`src/rtl/mem_wb_pkg.sv`:
```
// -----------------------------------------------------------------------------
// mem_wb_pkg
//   Shared definitions for the MEM/WB stage:
//     - default datapath widths
//     - FSM state encoding (IDLE / ACCESS / WB)
//     - packed ID/EX control/data bundle captured by the stage
//     - small helpers that classify a captured bundle
// -----------------------------------------------------------------------------
package mem_wb_pkg;

  localparam int unsigned DATA_W_DEF = 32;
  localparam int unsigned ADDR_W_DEF = 8;
  localparam int unsigned REG_AW_DEF = 5;

  typedef enum logic [1:0] {
    ST_IDLE   = 2'd0,
    ST_ACCESS = 2'd1,
    ST_WB     = 2'd2
  } mem_wb_state_e;

  typedef struct packed {
    logic                  wE_BR;
    logic                  SEL_dmx;
    logic                  W_ram;
    logic                  R_ram;
    logic [REG_AW_DEF-1:0] wa;
    logic [DATA_W_DEF-1:0] alu_res;
    logic [DATA_W_DEF-1:0] store_data;
  } mem_wb_bundle_t;

  // Any op that touches the data RAM.
  function automatic logic is_mem_op(input mem_wb_bundle_t b);
    return b.W_ram | b.R_ram;
  endfunction

  // A store wins when both R_ram and W_ram are set, so only a pure read is a load.
  function automatic logic is_load(input mem_wb_bundle_t b);
    return b.R_ram & ~b.W_ram;
  endfunction

endpackage

```
`src/rtl/mem_wb_ctrl.sv`:
```
// -----------------------------------------------------------------------------
// mem_wb_ctrl
//   Control FSM and RAM req/ack handshake of the MEM/WB stage. No datapath.
//
//   state  | meaning
//   -------+----------------------------------------------------------------
//   IDLE   | no op in flight; ready for a new bundle
//   ACCESS | RAM request outstanding; upstream stalled until ram_ack
//   WB     | single write-back cycle; a new bundle may be accepted here
//
//   Ports
//     clk, rst_n    clock, async active-low reset
//     in_valid_i    upstream bundle valid
//     flush_i       discard the op in flight / the op offered this cycle
//     mem_op_i      offered bundle is a load or store
//     ram_ack_i     RAM completion strobe
//     in_ready_o    stage can accept a bundle
//     ram_req_o     RAM request, held until ram_ack_i
//     capture_o     load the offered bundle into the top's capture registers
//     rdata_en_o    ack of the outstanding access (RAM data valid)
//     wb_valid_o    write-back cycle that has not been flushed
// -----------------------------------------------------------------------------
module mem_wb_ctrl
  import mem_wb_pkg::*;
(
  input  logic clk,
  input  logic rst_n,
  input  logic in_valid_i,
  input  logic flush_i,
  input  logic mem_op_i,
  input  logic ram_ack_i,
  output logic in_ready_o,
  output logic ram_req_o,
  output logic capture_o,
  output logic rdata_en_o,
  output logic wb_valid_o
);

  mem_wb_state_e state_q;
  logic          in_ready_q;
  logic          ram_req_q;
  logic          wb_pend_q;
  logic          flush_seen_q;
  logic          transfer;

  // A flushed offer is dropped even though in_ready is high.
  assign transfer = in_valid_i & in_ready_q & ~flush_i;

  always_ff @(posedge clk or negedge rst_n) begin
    if (!rst_n) begin
      state_q      <= ST_IDLE;
      in_ready_q   <= 1'b1;
      ram_req_q    <= 1'b0;
      wb_pend_q    <= 1'b0;
      flush_seen_q <= 1'b0;
    end else begin
      case (state_q)
        ST_IDLE, ST_WB: begin
          flush_seen_q <= 1'b0;
          if (transfer && mem_op_i) begin
            state_q    <= ST_ACCESS;
            in_ready_q <= 1'b0;
            ram_req_q  <= 1'b1;
            wb_pend_q  <= 1'b0;
          end else if (transfer) begin
            state_q   <= ST_WB;
            wb_pend_q <= 1'b1;
          end else begin
            state_q   <= ST_IDLE;
            wb_pend_q <= 1'b0;
          end
        end
        ST_ACCESS: begin
          if (ram_ack_i) begin
            ram_req_q    <= 1'b0;
            in_ready_q   <= 1'b1;
            flush_seen_q <= 1'b0;
            // A flush seen at any point during the access cancels write-back,
            // but the RAM transaction itself is always completed.
            if (flush_seen_q || flush_i) begin
              state_q   <= ST_IDLE;
              wb_pend_q <= 1'b0;
            end else begin
              state_q   <= ST_WB;
              wb_pend_q <= 1'b1;
            end
          end else if (flush_i) begin
            flush_seen_q <= 1'b1;
          end
        end
        default: begin
          state_q      <= ST_IDLE;
          in_ready_q   <= 1'b1;
          ram_req_q    <= 1'b0;
          wb_pend_q    <= 1'b0;
          flush_seen_q <= 1'b0;
        end
      endcase
    end
  end

  assign in_ready_o = in_ready_q;
  assign ram_req_o  = ram_req_q;
  assign capture_o  = transfer;
  // Acks arriving with no request outstanding are ignored.
  assign rdata_en_o = ram_ack_i & ram_req_q;
  assign wb_valid_o = wb_pend_q & ~flush_i;

endmodule

```
`src/rtl/mem_wb_stage.sv`:
```
// -----------------------------------------------------------------------------
// mem_wb_stage
//   Consumer of the ID/EX control/data bundle. Performs the data-RAM access
//   over a req/ack handshake and drives the register-bank write port.
//   Upstream is stalled (in_ready low) while a RAM access is outstanding.
//
//   Ports
//     clk, rst_n                clock, async active-low reset
//     in_valid / in_ready       upstream handshake
//     flush                     discard op not yet written back
//     in_wE_BR .. in_wa         incoming bundle fields
//     ram_req/we/addr/wdata     RAM request side, stable while ram_req
//     ram_rdata / ram_ack       RAM response side
//     wb_we / wb_wa / wb_data   register-bank write port
//
//   The bundle typedef is sized by the package defaults; the width
//   parameters here must be kept equal to those defaults.
// -----------------------------------------------------------------------------
module mem_wb_stage
  import mem_wb_pkg::*;
#(
  parameter int unsigned DATA_W = DATA_W_DEF,
  parameter int unsigned ADDR_W = ADDR_W_DEF,
  parameter int unsigned REG_AW = REG_AW_DEF
) (
  input  logic              clk,
  input  logic              rst_n,
  input  logic              in_valid,
  output logic              in_ready,
  input  logic              flush,
  input  logic              in_wE_BR,
  input  logic              in_SEL_dmx,
  input  logic              in_W_ram,
  input  logic              in_R_ram,
  input  logic [DATA_W-1:0] in_alu_res,
  input  logic [DATA_W-1:0] in_store_data,
  input  logic [REG_AW-1:0] in_wa,
  output logic              ram_req,
  output logic              ram_we,
  output logic [ADDR_W-1:0] ram_addr,
  output logic [DATA_W-1:0] ram_wdata,
  input  logic [DATA_W-1:0] ram_rdata,
  input  logic              ram_ack,
  output logic              wb_we,
  output logic [REG_AW-1:0] wb_wa,
  output logic [DATA_W-1:0] wb_data
);

  mem_wb_bundle_t    bundle_d;
  mem_wb_bundle_t    bundle_q;
  logic [DATA_W-1:0] rdata_q;
  logic              capture;
  logic              rdata_en;
  logic              wb_valid;
  logic              ram_req_int;

  always_comb begin
    bundle_d            = '0;
    bundle_d.wE_BR      = in_wE_BR;
    bundle_d.SEL_dmx    = in_SEL_dmx;
    bundle_d.W_ram      = in_W_ram;
    bundle_d.R_ram      = in_R_ram;
    bundle_d.wa         = in_wa;
    bundle_d.alu_res    = in_alu_res;
    bundle_d.store_data = in_store_data;
  end

  mem_wb_ctrl u_ctrl (
    .clk        (clk),
    .rst_n      (rst_n),
    .in_valid_i (in_valid),
    .flush_i    (flush),
    .mem_op_i   (is_mem_op(bundle_d)),
    .ram_ack_i  (ram_ack),
    .in_ready_o (in_ready),
    .ram_req_o  (ram_req_int),
    .capture_o  (capture),
    .rdata_en_o (rdata_en),
    .wb_valid_o (wb_valid)
  );

  always_ff @(posedge clk or negedge rst_n) begin
    if (!rst_n) begin
      bundle_q <= '0;
      rdata_q  <= '0;
    end else begin
      if (capture) begin
        bundle_q <= bundle_d;
      end
      if (rdata_en && is_load(bundle_q)) begin
        rdata_q <= ram_rdata;
      end
    end
  end

  // The bundle cannot change during ACCESS (in_ready is low), so the request
  // fields are naturally stable for the whole transaction.
  assign ram_req   = ram_req_int;
  assign ram_we    = ram_req_int & bundle_q.W_ram;
  assign ram_addr  = bundle_q.alu_res[ADDR_W-1:0];
  assign ram_wdata = bundle_q.store_data;

  // Register 0 is hard-wired; writes to it are dropped.
  assign wb_we = wb_valid & bundle_q.wE_BR & (bundle_q.wa != '0);
  assign wb_wa = bundle_q.wa;

  // RAM data only exists for a true load; any other SEL_dmx=1 op writes zero.
  always_comb begin
    wb_data = bundle_q.alu_res;
    if (bundle_q.SEL_dmx) begin
      wb_data = is_load(bundle_q) ? rdata_q : '0;
    end
  end

endmodule
```
`config.mk`:
```
export PLATFORM = sky130hd
export DESIGN_NAME = mem_wb_stage
export DESIGN_NICKNAME = d
export VERILOG_FILES = /design/src/rtl/mem_wb_pkg.sv /design/src/rtl/mem_wb_ctrl.sv /design/src/rtl/mem_wb_stage.sv
export SDC_FILE = /design/constraint.sdc
export NUM_CORES = 1
export LEC_CHECK = 0
export CAP_MARGIN = 10
export CORE_ASPECT_RATIO = 0.5
export CORE_MARGIN = 5
export CORE_UTILIZATION = 35
export DETAILED_ROUTE_END_ITERATION = 7
export PLACE_DENSITY = 0.66
export SKIP_LAST_GASP = 1
export SLEW_MARGIN = 20
export SYNTH_ARGS = -nofsm -noshare
export SYNTH_HDL_FRONTEND = slang
export SYNTH_SLANG_ARGS = --single-unit
```
`constraint.sdc`:
```
create_clock -name clk -period 3.2 [get_ports clk]
set_input_delay 0.64 -clock clk [delete_from_list [all_inputs] [get_ports clk]]
set_output_delay 0.64 -clock clk [all_outputs]
set_load 0.03 [all_outputs]
```
==> results.py <==
metrics = {
    "outcome": {
        "status": "complete, no violations",
    },
    "synth": {
        "synth_seq_cells": 110,
        "synthDistinctLibCells": 28,
        "synth_top_area_cell": "dfrtp_1",
        "yosysTopAreaCellShare_pct": 54.2,
        "synth_ff_type": "dfrtp_1",
        "yosysWarnings": 0,
        "synth_common_cells": "dfrtp_1, mux2_2, buf_4",
        "synthesis.area_um2": 5030,
        "yosysMostFrequentCell": "dfrtp_1",
        "synth.area.top_cells": "dfrtp_1, mux2_2, mux2_4",
        "netlist_instances": 335,
        "avgSynthCellArea_um2": 15.0,
        "synthArstFlopShare_pct": 100,
        "ys_seq_area_share_pct": 54.8,
        "synth_edf_count": 0,
        "syn-num-nets": 445,
    },
    "drt": {
        "drc": 0,
        "vias_per_cell": 4.63,
        "drtAntennaViolNets": 0,
        "wirelength_um": 12200,
        "drt-wirelength-per-cell_um": 17.9,
        "num_vias": 3142,
        "drtIter0Drc": 104,
        "drt-pass1-iter-count": 4,
    },
    "clock_tree": {
        "cts_resized": 0,
        "ctsHoldBuffers": 0,
        "clk_latency_ns": 0.34,
        "clkTransAtPathRegs_ns": 0.07,
        "cts_root_buf": "clkbuf_16",
        "max-clock-path-buffers": 2,
        "cts_buffers": 9,
        "postCtsSetupRepairBufs": 0,
        "h-tree-depth": 3,
        "cts_tree": "yes",
        "numClockSinks": 110,
    },
    "die": {
        "start_util_pct": 36.4,
        "rows": 30,
        "die_width_um": 180,
        "dieHeight_um": 94.8,
        "coreArea_um2": 13800,
        "dieArea_um2": 17000,
        "ioPinCount": 191,
    },
    "timing": {
        "timing.final.max_slew_violations": 0,
        "finalSetupViolations": 0,
        "rsz0062_at_grt": "false",
        "maxSlewHeadroom_pct": 65.0,
        "fmax_mhz": 347,
        "fin_crit_ns": 2.88,
        "clock-skew-final_ns": 0.00615,
        "hold_viol": 0,
        "tns_ns": 0,
        "fin_crit_sh_pct": 90.0,
        "worst_pin_slew_ns": 0.525,
    },
    "global_routing": {
        "antenna_found_initial": 0,
        "grt_pass1_vias": 3358,
        "grt_pass1_wl_um": 19000,
        "grt_max_degree": 40,
        "grt_overflow_total": 0,
        "grt_use_total_pct": 14.1,
    },
    "flow_run": {
        "drv_cap": 0,
    },
    "worst_setup_path": {
        "setup.worst_path.end_class": "output port",
        "criticalPathCategory": "reg -> out",
        "worst-path-max-fanout": 32,
        "worst_r2r_path_depth": 3,
        "critPathLaunch": "bundle_q[70]$_DFFE_PN0P_",
        "r2r_end": "bundle_q[61]$_DFFE_PN0P_",
        "start_kind": "flop",
        "required_ns": 2.56,
        "crit_arrival_ns": 2.24,
        "r2r_setup_slack_ns": 1.49,
        "critical_path.endpoint": "wb_data[15]",
        "worstReg2RegStart": "u_ctrl.in_ready_o$_DFFE_PN1P_",
    },
    "place": {
        "dpl.hpwl_um": 8850,
        "port-buffer-count": 190,
        "place.gp.congestion": 0.727,
    },
    "finish": {
        "antenna_cells": 0,
        "fill_cells": 1220,
        "multiInputGateArea_um2": 1790,
        "drive_gt1_share_pct": 28.0,
        "nets": 591,
        "areaGrowthSynthToFinish_pct": 40.4,
        "regArea_um2": 2750,
        "final_util_pct": 51.1,
    },
    "pwr": {
        "power_density_nw_per_um2": 367,
        "leakage_nw": 3.38,
        "p_total_mw": 2.59,
        "ir_drop_mv": 0.205,
    },
    "worst_hold_path": {
        "holdCritPathClass": "in -> async",
    },
}
-- cell families after synthesis --
family | share of synthesized area [%]
DFF | 54.8
muxes | 26.3
buffers and inverters | 9.55
AOI/OAI and AO/OA | 6.74
and+or+nand+nor | 2.66
-- power breakdown --
part | leakage (nW) | total, mW | internal (mW) | switching, mW
clock network | 0.128 | 1.03 | 0.526 | 0.500
registers | 1.53 | 1.39 | 1.39 | 0
logic | 1.72 | 0.173 | 0.123 | 0.0498
-- worst max-delay path, cell delays in order, from the launching register on --
cell and delay [ns]:
dfrtp_1 0.40, and3b_1 0.21, buf_4 0.37, a22o_1 0.22
clkdlybuf4s50_1 0.68
-- routing by layer --
layer	wire length [um]	vias up	global-route usage [%]	share of wire, %
li1	-	1443	-	-
met1	5080	1619	17.3	42
met5	0	-	0	0
met3	490	7	4.19	4.0
met4	82	0	2.92	0.67
met2	6500	73	25.2	53
-- flip-flops by register name, summed over array words and instances (netlist names) --
register / flops
wb_wa: 5
ram_wdata: 32
u_ctrl.in_ready_o: 1
rdata_q: 32
u_ctrl.flush_seen_q: 1
ram_addr: 8
u_ctrl.state_q: 2
bundle_q: 28
u_ctrl.ram_req_o: 1
-- through the flow --
step | cell area (um2) | setup slack, ns | cells | hold WS (ns)
2_1_floorplan | 5030 | 1.19 | 335 | 0.344
3_3_place_gp | 6790 | 0.518 | 662 | 0.488
3_5_place_dp | 6790 | 0.488 | 662 | 0.491
4_1_cts | 7060 | 0.295 | 678 | 0.281
5_1_grt | 7060 | 0.211 | 678 | 0.297
6_report | 7060 | 0.319 | 678 | 0.269
-- worst min path at each step --
stage	start	to	slack, ns	cells after the start
floorplan	rst_n	bundle_q[40]$_DFFE_PN0P_	0.34	0
global placement	ram_wdata[30]$_DFFE_PN0P_	ram_wdata[30]$_DFFE_PN0P_	0.49	1
detailed placement	ram_wdata[12]$_DFFE_PN0P_	ram_wdata[12]$_DFFE_PN0P_	0.49	1
CTS	rst_n	ram_wdata[3]$_DFFE_PN0P_	0.28	1
global route	rst_n	ram_wdata[3]$_DFFE_PN0P_	0.30	1
finish	rst_n	ram_wdata[3]$_DFFE_PN0P_	0.27	1
-- cell type report --
cell class                      instances  area share [%]
Clock buffer                           10            3.24
Clock inverter                          6           0.549
Inverter                                2           0.106
Multi-Input combinational cell        160            25.4
Sequential cell                       110            39.0
Tap cell                              192            3.40
Timing Repair Buffer                  198            28.3
-- cells in the final DEF, fill, tap and decap left out --
cell	n
clkdlybuf4s50_1	189
dfrtp_1	109
mux2_2	68
mux2_4	37
a22o_1	32
clkbuf_16	9
buf_4	6
nor2_1	4
clkinv_2	3
buf_12	3
inv_1	2
or3b_2	2
or3_1	2
clkinvlp_4	2
and3b_1	1
nor3_1	1
nand2_1	1
a211oi_1	1
and2_1	1
nand3b_4	1
nand4b_4	1
o21bai_1	1
o21ai_0	1
nor4b_1	1
a2bb2o_4	1
nand2b_1	1
or2_2	1
o311a_1	1
o221ai_1	1
clkinv_4	1
clkbuf_1	1
dfstp_2	1
Power figures use the tool's default switching activity.
